### src/rtl/env_follower.sv
// env_follower: envelope follower and hysteretic gate detector.
//
// Rectifies a signed Q1.15 audio stream and tracks its level in a Q1.31
// register. The level slews up by attack_step and down by release_step per
// valid sample, and never overshoots the rectified target. The level is
// presented as a Q2.14 envelope. A three-state gate (idle/open/hold) raises
// gate on crossing on_threshold. It starts a hold countdown on dropping below
// off_threshold and closes once hold_time further samples pass without
// re-opening. onset/offset are single-cycle pulses on gate open/close.
//
// Optional feature: define ENV_FOLLOWER_PEAK_EN to add the peak output, which
// is the maximum envelope seen since the last onset.
//
// Ports:
//   clk            system clock
//   reset_n        synchronous active-low reset
//   sample_valid   qualifies sample (one sample per high cycle)
//   sample         signed Q1.15 audio sample
//   attack_step    Q1.31 level increment per valid sample while rising
//   release_step   Q1.31 level decrement per valid sample while falling
//   on_threshold   Q2.14 envelope level that opens the gate
//   off_threshold  Q2.14 envelope level below which hold starts
//   hold_time      valid samples the gate stays open after falling below off
//   env            tracked level, Q2.14
//   gate           high while a note is detected
//   onset          one-cycle pulse when the gate opens
//   offset         one-cycle pulse when the gate closes
//   peak           (ENV_FOLLOWER_PEAK_EN only) max env since last onset, Q2.14
module env_follower #(
    parameter int unsigned DATA_WIDTH = 16
) (
    input  logic                  clk,
    input  logic                  reset_n,
    input  logic                  sample_valid,
    input  logic [DATA_WIDTH-1:0] sample,
    input  logic [31:0]           attack_step,
    input  logic [31:0]           release_step,
    input  logic [15:0]           on_threshold,
    input  logic [15:0]           off_threshold,
    input  logic [31:0]           hold_time,
    output logic [15:0]           env,
    output logic                  gate,
    output logic                  onset,
    output logic                  offset
`ifdef ENV_FOLLOWER_PEAK_EN
    ,
    output logic [15:0]           peak
`endif
);

    localparam int unsigned LVL_W = 32;
    localparam int unsigned ENV_W = 16;
    localparam int unsigned MAG_W = 15;
    localparam logic [DATA_WIDTH-1:0] MOST_NEG = {1'b1, {(DATA_WIDTH-1){1'b0}}};
    localparam logic [LVL_W-1:0]      HCNT_MAX = '1;

    typedef enum logic [1:0] {
        ST_IDLE,
        ST_OPEN,
        ST_HOLD
    } state_t;

    state_t           state;
    logic [LVL_W-1:0] lvl;
    logic [LVL_W-1:0] hcnt;

    logic [MAG_W-1:0] mag_c;
    logic [LVL_W-1:0] tgt_c;
    logic [LVL_W:0]   sum_c;
    logic [LVL_W:0]   diff_c;
    logic [LVL_W-1:0] lvl_next_c;
    logic [ENV_W-1:0] env_next_c;

    // Rectify; the most negative sample saturates to full scale.
    always_comb begin
        mag_c = sample[MAG_W-1:0];
        if (sample == MOST_NEG) begin
            mag_c = '1;
        end else if (sample[DATA_WIDTH-1]) begin
            mag_c = MAG_W'(~sample + DATA_WIDTH'(1));
        end
    end

    assign tgt_c = {1'b0, mag_c, 16'h0000};

    // Slew toward target in 33 bits so neither carry nor borrow can wrap.
    always_comb begin
        sum_c      = {1'b0, lvl} + {1'b0, attack_step};
        diff_c     = {1'b0, lvl} - {1'b0, release_step};
        lvl_next_c = lvl;
        if (tgt_c > lvl) begin
            lvl_next_c = (sum_c > {1'b0, tgt_c}) ? tgt_c : sum_c[LVL_W-1:0];
        end else if (tgt_c < lvl) begin
            lvl_next_c = (diff_c[LVL_W] || (diff_c[LVL_W-1:0] < tgt_c))
                         ? tgt_c : diff_c[LVL_W-1:0];
        end
    end

    assign env_next_c = {1'b0, lvl_next_c[LVL_W-1:17]};
    assign env        = {1'b0, lvl[LVL_W-1:17]};

    // Level, gate state machine and pulses; everything advances on valid only.
    always_ff @(posedge clk) begin
        if (!reset_n) begin
            state  <= ST_IDLE;
            lvl    <= '0;
            hcnt   <= '0;
            gate   <= 1'b0;
            onset  <= 1'b0;
            offset <= 1'b0;
`ifdef ENV_FOLLOWER_PEAK_EN
            peak   <= '0;
`endif
        end else begin
            onset  <= 1'b0;
            offset <= 1'b0;
            if (sample_valid) begin
                lvl <= lvl_next_c;
`ifdef ENV_FOLLOWER_PEAK_EN
                // Onset reloads; otherwise track the running max while open.
                if ((state == ST_IDLE) && (env_next_c >= on_threshold)) begin
                    peak <= env_next_c;
                end else if (gate && (env_next_c > peak)) begin
                    peak <= env_next_c;
                end
`endif
                case (state)
                    ST_IDLE: begin
                        if (env_next_c >= on_threshold) begin
                            state <= ST_OPEN;
                            gate  <= 1'b1;
                            onset <= 1'b1;
                        end
                    end
                    ST_OPEN: begin
                        if (env_next_c < off_threshold) begin
                            state <= ST_HOLD;
                            hcnt  <= '0;
                        end
                    end
                    ST_HOLD: begin
                        // Re-opening takes priority over closing.
                        if (env_next_c >= on_threshold) begin
                            state <= ST_OPEN;
                        end else if (hcnt >= hold_time) begin
                            state  <= ST_IDLE;
                            gate   <= 1'b0;
                            offset <= 1'b1;
                        end else if (hcnt != HCNT_MAX) begin
                            hcnt <= hcnt + LVL_W'(1);
                        end
                    end
                    default: begin
                        state <= ST_IDLE;
                        gate  <= 1'b0;
                    end
                endcase
            end
        end
    end

endmodule

### config.mk
export PLATFORM = sky130hd
export DESIGN_NAME = env_follower
export DESIGN_NICKNAME = d
export VERILOG_FILES = /design/src/rtl/env_follower.sv
export SDC_FILE = /design/constraint.sdc
export NUM_CORES = 1
export LEC_CHECK = 0
export ABC_AREA = 1
export CORE_MARGIN = 2
export CORE_UTILIZATION = 35
export CTS_BUF_LIST = sky130_fd_sc_hd__clkbuf_8 sky130_fd_sc_hd__clkbuf_16
export DETAILED_ROUTE_END_ITERATION = 7
export MAX_ROUTING_LAYER = met4
export PLACE_DENSITY = 0.58
export SETUP_SLACK_MARGIN = 0.15
export SYNTH_ARGS = -nofsm -noshare
export SYNTH_HDL_FRONTEND = slang
export SYNTH_SLANG_ARGS = --single-unit
### constraint.sdc
create_clock -name clk -period 21.1 [get_ports clk]
set_input_delay 4.22 -clock clk [delete_from_list [all_inputs] [get_ports clk]]
set_output_delay 4.22 -clock clk [all_outputs]
set_load 0.05 [all_outputs]
# [Yosys cells after proc, flatten, opt, wreduce, memory -nomap -nowiden]
# Index checks and enable logic that the tools add are counted.
# W data, S select, Z words.
[totals] wordCells=66 romBits=0 latchBits=0 output_inout_bits=19 n_memories=0 input_bits=147 ram_bits=0 regBits=69
[op_classes] n_mux=22 bitwise_logic=5 magnitude_cmp=7 eq_ne=11 reduce_logical=10 multipliers=0 div_mod_pow=0 n_shift=0 add_sub_neg=4
[op_table] cell="$mux W32" count=8
[op_table] cell="$pmux W32 S2" count=1
[op_table] cell="$add A32 B32 Y33" count=1
[op_table] cell="$gt A33 B31 Y1" count=1
[op_table] cell="$sub A32 B32 Y33" count=1
[op_table] cell="$add A32 B1 Y32 const B" count=1
[op_table] cell="$ge A32 B32 Y1" count=1
[op_table] cell="$gt A31 B32 Y1" count=1
[op_table] cell="$lt A31 B32 Y1" count=1
[op_table] cell="$lt A32 B31 Y1" count=1
[op_table] cell="$ne A32 B32 Y1 const B" count=1
[op_table] cell="$mux W15" count=2
[op_table] cell="$eq A16 B16 Y1 const B" count=1
[op_table] cell="$ge A15 B16 Y1" count=1
[op_table] cell="$lt A15 B16 Y1" count=1
[op_table] cell="$add A15 B1 Y15 const B" count=1
[op_table] cell="$not A15 Y15" count=1
[op_table] cell="$ne A2 B2 Y1 const B" count=6
[op_table] cell="$mux W2" count=4
[op_table] cell="$pmux W2 S3" count=1
[op_table] cell="$reduce_and A6 Y1" count=1
[op_table] cell="$mux W1" count=5
[op_table] cell="$reduce_and A5 Y1" count=1
[op_table] cell="$not A1 Y1" count=4
[op_table] cell="11 further kinds" count=12

# [Depth between registers and ports, before layout]
[logic_depth] word_depth=12 mapped_depth=57 ltp_nobuf=56

# [Least setup slack after synthesis]
# OpenSTA, ideal clock, no wires.
[synth_path] path_kind="input to register" startpoint="in attack_step[0]" endpoint="reg hcnt[25]" path_stages=57 setup_ps=64 path_slack_ps=10411 path_buffers=2 arrival_ps=10625 required_ps=21036 cell_sequence="ha_1 -> inv_1 -> fa_1 -> inv_1 -> nand2_1 -> nand2_1 -> nand3_1 -> nand2_1 -> nand3_1 -> nand2_1 -> a21boi_2 -> o21ai_1 -> a21oi_1 -> o21ai_1 -> a21oi_1 -> o21ai_1 -> a21oi_1 -> xor2_1 -> [21 not listed] -> o21a_1 -> o21a_1 -> o21a_1 -> o21ai_0 -> nand2_1 -> nand2_1 -> nand2_1 -> a21oi_1 -> o21bai_1 -> nand2_1 -> inv_1 -> a211oi_1 -> nand2_1 -> nand2_4 -> buf_8 -> buf_8 -> nor2_2 -> nor2_1"
[synth_via] elab_chain_len=7 word_cells_on_any_way=9 cone_classes="1 x add/sub; 3 x order compare; 2 x eq/ne; 2 x mux; 1 x reduce/logical"
[synth_rtl] item="start: declaration" line_no="36" source="input logic [31:0] attack_step,"
[synth_rtl] item="$add A32 B32 Y33 *" line_no="88" source="sum_c = {1'b0, lvl} + {1'b0, attack_step};"
[synth_rtl] item="$gt A33 B31 Y1" line_no="92" source="lvl_next_c = (sum_c > {1'b0, tgt_c}) ? tgt_c : sum_c[LVL_W-1:0];"
[synth_rtl] item="$mux W32 *" line_no="92"
[synth_rtl] item="$mux W32 *" line_no="91" source="if (tgt_c > lvl) begin"
[synth_rtl] item="named net lvl_next_c[18]" line_no="71" source="logic [LVL_W-1:0] lvl_next_c;"
[synth_rtl] item="$lt A15 B16 Y1 or $ge A15 B16 Y1 (tied branches)" line_no="136, 143"
[synth_rtl] item="$ne A2 B2 Y1 (no line)"
[synth_rtl] item="$reduce_and A6 Y1 (no line) *"
[synth_rtl] item="end signal: assignment" line_no="150" source="hcnt <= hcnt + LVL_W'(1);"
[synth_rtl] item="end: declaration" line_no="65" source="logic [LVL_W-1:0] hcnt;"
# The timed path passes the listed nets; every way through them passes the cells marked *.
# A chain may end at the register's enable or synchronous reset.

# [Worst setup path after layout]
[layout_path] startpoint="in attack_step[0]" endpoint="reg hcnt[12]"
# The elaborated chain is that of the path after synthesis.

==> metrics.md <==
| Metric | Value |
|---|---|
| Status | complete, no violations |
| R2r startpoint | lvl[1] |
| Grt total ovfl | 0 |
| Share of layout cells above drive strength 1 | 4.00% |
| R2R cell count | 55 |
| Postcts setup bufs | 0 |
| Clk slew on worst S/H paths | 0.06 ns |
| Synth cell count leaders | 357 x nand2_1, 300 x inv_1, 172 x nor2_1 |
| Later-pin clock latency in the skew report | 0.35 ns |
| Area of the mapped netlist | 10700 µm² |
| Synth top area cells | ha_1 20%, dfxtp_1 13%, nand2_1 13%, inv_1 11%, a21oi_1 7.8% |
| 1st-pass router iterations | 6 |
| Max Cap Violations | 0 |
| Hold path cells | 2 |
| Arr. time, crit path | 13.27 ns |
| Vias in the first global route | 10.5k |
| I/O Pins | 166 |
| HP Class | register to register |
| Seq cells post-synth | 69 |
| Critical path class | primary input to register |
| Die area | 31900 µm² |
| Total Power | 0.975 mW |
| Fin nets | 2191 |
| Clock tree from TritonCTS | done |
| Initial cell density of the core | 35.8% |
| Post-synth cell types | 61 |
| Core Util, Final | 43.1% |
| Worst Path Max Fanout | 59 |
| Core Region | 29900 µm² |
| Final hold violation count | 0 |
| Least-Margin Pin Slew | 1.20 ns |
| Cell taking the most area after synthesis | ha_1 |
| Period minus WS final | 13.04 ns |
| Leakage power | 6.43 nW |
| RePlAce Congestion | 0.908 |
| Layout area overhead | 20.6% |
| Routed WL per cell | 15.1 µm |
| Syn Inst Count | 1736 |
| Buf/Inv on CP | 6 |
| RSZ-0062 raised after global routing | false |
| First-pass GRT wire length | 53900 µm |
| Worst hold endpoint | gate |
| Worst clock skew | 0.0134 ns |
| Primary FF master, synth | dfxtp_1 |
| Slew headroom | 20.1% |
| DR vias/cell | 5.05 |
| Syn_nets | 2056 |
| Longest Clk Path Bufs | 2 |
| Post-DP HPWL | 28300 µm |
| Hold path start | gate |
| Avg Inst Size Synth | 6.15 µm² |
| Top-area cell type share of the netlist area | 20.0% |
| Largest net degree at the start of global routing | 60 |
| Critical path launch point type | primary input |
| DRC violations left | 0 |
| Worst vdd ir | 0.0000304 V |
| Initial antenna violation count | 2 |
| WP data required | 21.34 ns |
| Routed Wire Length | 34100 µm |
| PortBufs | 164 |
| Sequential share of the synthesized area | 12.9% |
| Slew Viols, Final | 0 |
| First DRT Iteration DRCs | 730 |
| Crit path largest cell delay | 0.53 ns |
| Synth Warn # | 0 |
| # rows | 63 |
| Setup_tns | 0 ns |
| Flop2flop setup slack | 12.05 ns |
| Height of the chip | 179 µm |
| Post-synth EDFFs | 0 |
| Post-synth ARST share | 0% |
| Crit share post-route | 61.8% |
| CP top delay family | simple AND/OR/NAND/NOR gates |
| Fmax | 76.7 MHz |
| CTS H-tree depth | 3 |
| Endpoints failing setup | 0 |
| Crit. End Element | register |
| CTS Sinks | 69 |
| Global Route Usage Sum | 21.9% |
| Die W | 179 µm |
| Total number of vias | 11.5k |
| Remaining antenna violation count | 0 |
| CTS resizes | 0 |
| Most frequent CP cell | nand2_1 |
| Fill count | 3185 |
| Top-count cell post-synth | nand2_1 |
| Crit-path slowest cell | nand2_4 |
| Inserted Clock Buffers | 9 |
| Critical R2R Capture | hcnt[12] |
| Hold Buf Count CTS | 0 |
| Clock root buffer | clkbuf_16 |
| Power Dens Cells | 75.7 nW/µm² |
[registers in the layout, indices dropped and copies added, names as in the netlist]
name / flops
gate: 1
hcnt: 32
lvl: 32
offset: 1
onset: 1
state: 2
[report_power, final]
group | switching, mW | total (mW) | internal, mW
clock | 0.0622 | 0.156 | 0.0936
sequential | 0.0444 | 0.204 | 0.159
combinational | 0.379 | 0.615 | 0.236
[worst register-to-register path, delay by kind of cell (launching register included)]
kind | cells | cell delay (ns)
xor+xnor | 1 | 0.20
buf+inv | 5 | 0.80
compound gates | 19 | 3.09
fa+ha+maj | 3 | 1.08
flops | 1 | 0.44
simple gates | 27 | 3.34
[per-stage QoR]
| stage | setup WS [ns] | cell area [µm²] | hold WS (ns) | cells |
|---|---|---|---|---|
| finish | 8.06 | 12900 | 0.465 | 2268 |
| global route | 7.08 | 12900 | 0.497 | 2268 |
| CTS | 8.17 | 12900 | 0.466 | 2266 |
| detailed placement | 7.86 | 12600 | 0.454 | 2250 |
| global placement | 8.21 | 12600 | 0.459 | 2250 |
| floorplan | 10.41 | 10700 | 0.480 | 1736 |
[final cells by class]
type	instances	area (µm²)	area share, %
Timing Repair Buffer	170	1690	13.1
Tap cell	390	488	3.79
Clock inverter	6	55.1	0.427
Sequential cell	69	1380	10.7
Inverter	311	1170	9.06
Antenna cell	2	5.00	0.0389
Multi-Input combinational cell	1310	7860	61.0
Clock buffer	10	239	1.86
[layout by cell type (no fill, tap or decap), types with 15 or more instances in the layout]
| master | Yosys | routed |
|---|---|---|
| a21oi_1 | 166 | 166 |
| clkdlybuf4s50_1 | 0 | 164 |
| dfxtp_1 | 69 | 69 |
| ha_1 | 171 | 171 |
| inv_1 | 300 | 302 |
| nand2_1 | 357 | 357 |
| nand3_1 | 71 | 71 |
| nand4_1 | 28 | 28 |
| nor2_1 | 172 | 172 |
| nor2_2 | 19 | 19 |
| nor3_1 | 22 | 22 |
| o211ai_1 | 15 | 15 |
| o21ai_0 | 111 | 111 |
| xnor2_1 | 23 | 23 |
| xor2_1 | 31 | 31 |
[cell families after synthesis]
| logic type | share of synthesized area [%] |
|---|---|
| fa+ha+maj | 20.4 |
| buf+inv | 13.5 |
| flops | 12.9 |
| xor+xnor | 4.43 |
| other cells | 0.0351 |
| compound gates | 19.8 |
| simple gates | 28.9 |
[routing by layer]
layer / share of wire (%) / GRT usage (%) / routed length (µm)
met5: 0 / - / 0
met4: 1.2 / 3.90 / 418
met1: 48 / 29.0 / 16300
met2: 46 / 36.2 / 15600
met3: 5.3 / 2.88 / 1790
[worst max path at each step]
stage | from | endpoint | slack (ns) | depth (start not counted)
final | attack_step[0] | hcnt[12] | 8.06 | 57
after global routing | attack_step[0] | hcnt[23] | 7.08 | 57
after floorplan | attack_step[0] | hcnt[25] | 10.41 | 57
after detailed placement | attack_step[0] | hcnt[12] | 7.86 | 57
after CTS | attack_step[0] | hcnt[12] | 8.17 | 57
after global placement | attack_step[0] | hcnt[19] | 8.21 | 57
Note: power is estimated with default switching activity, not from simulation.
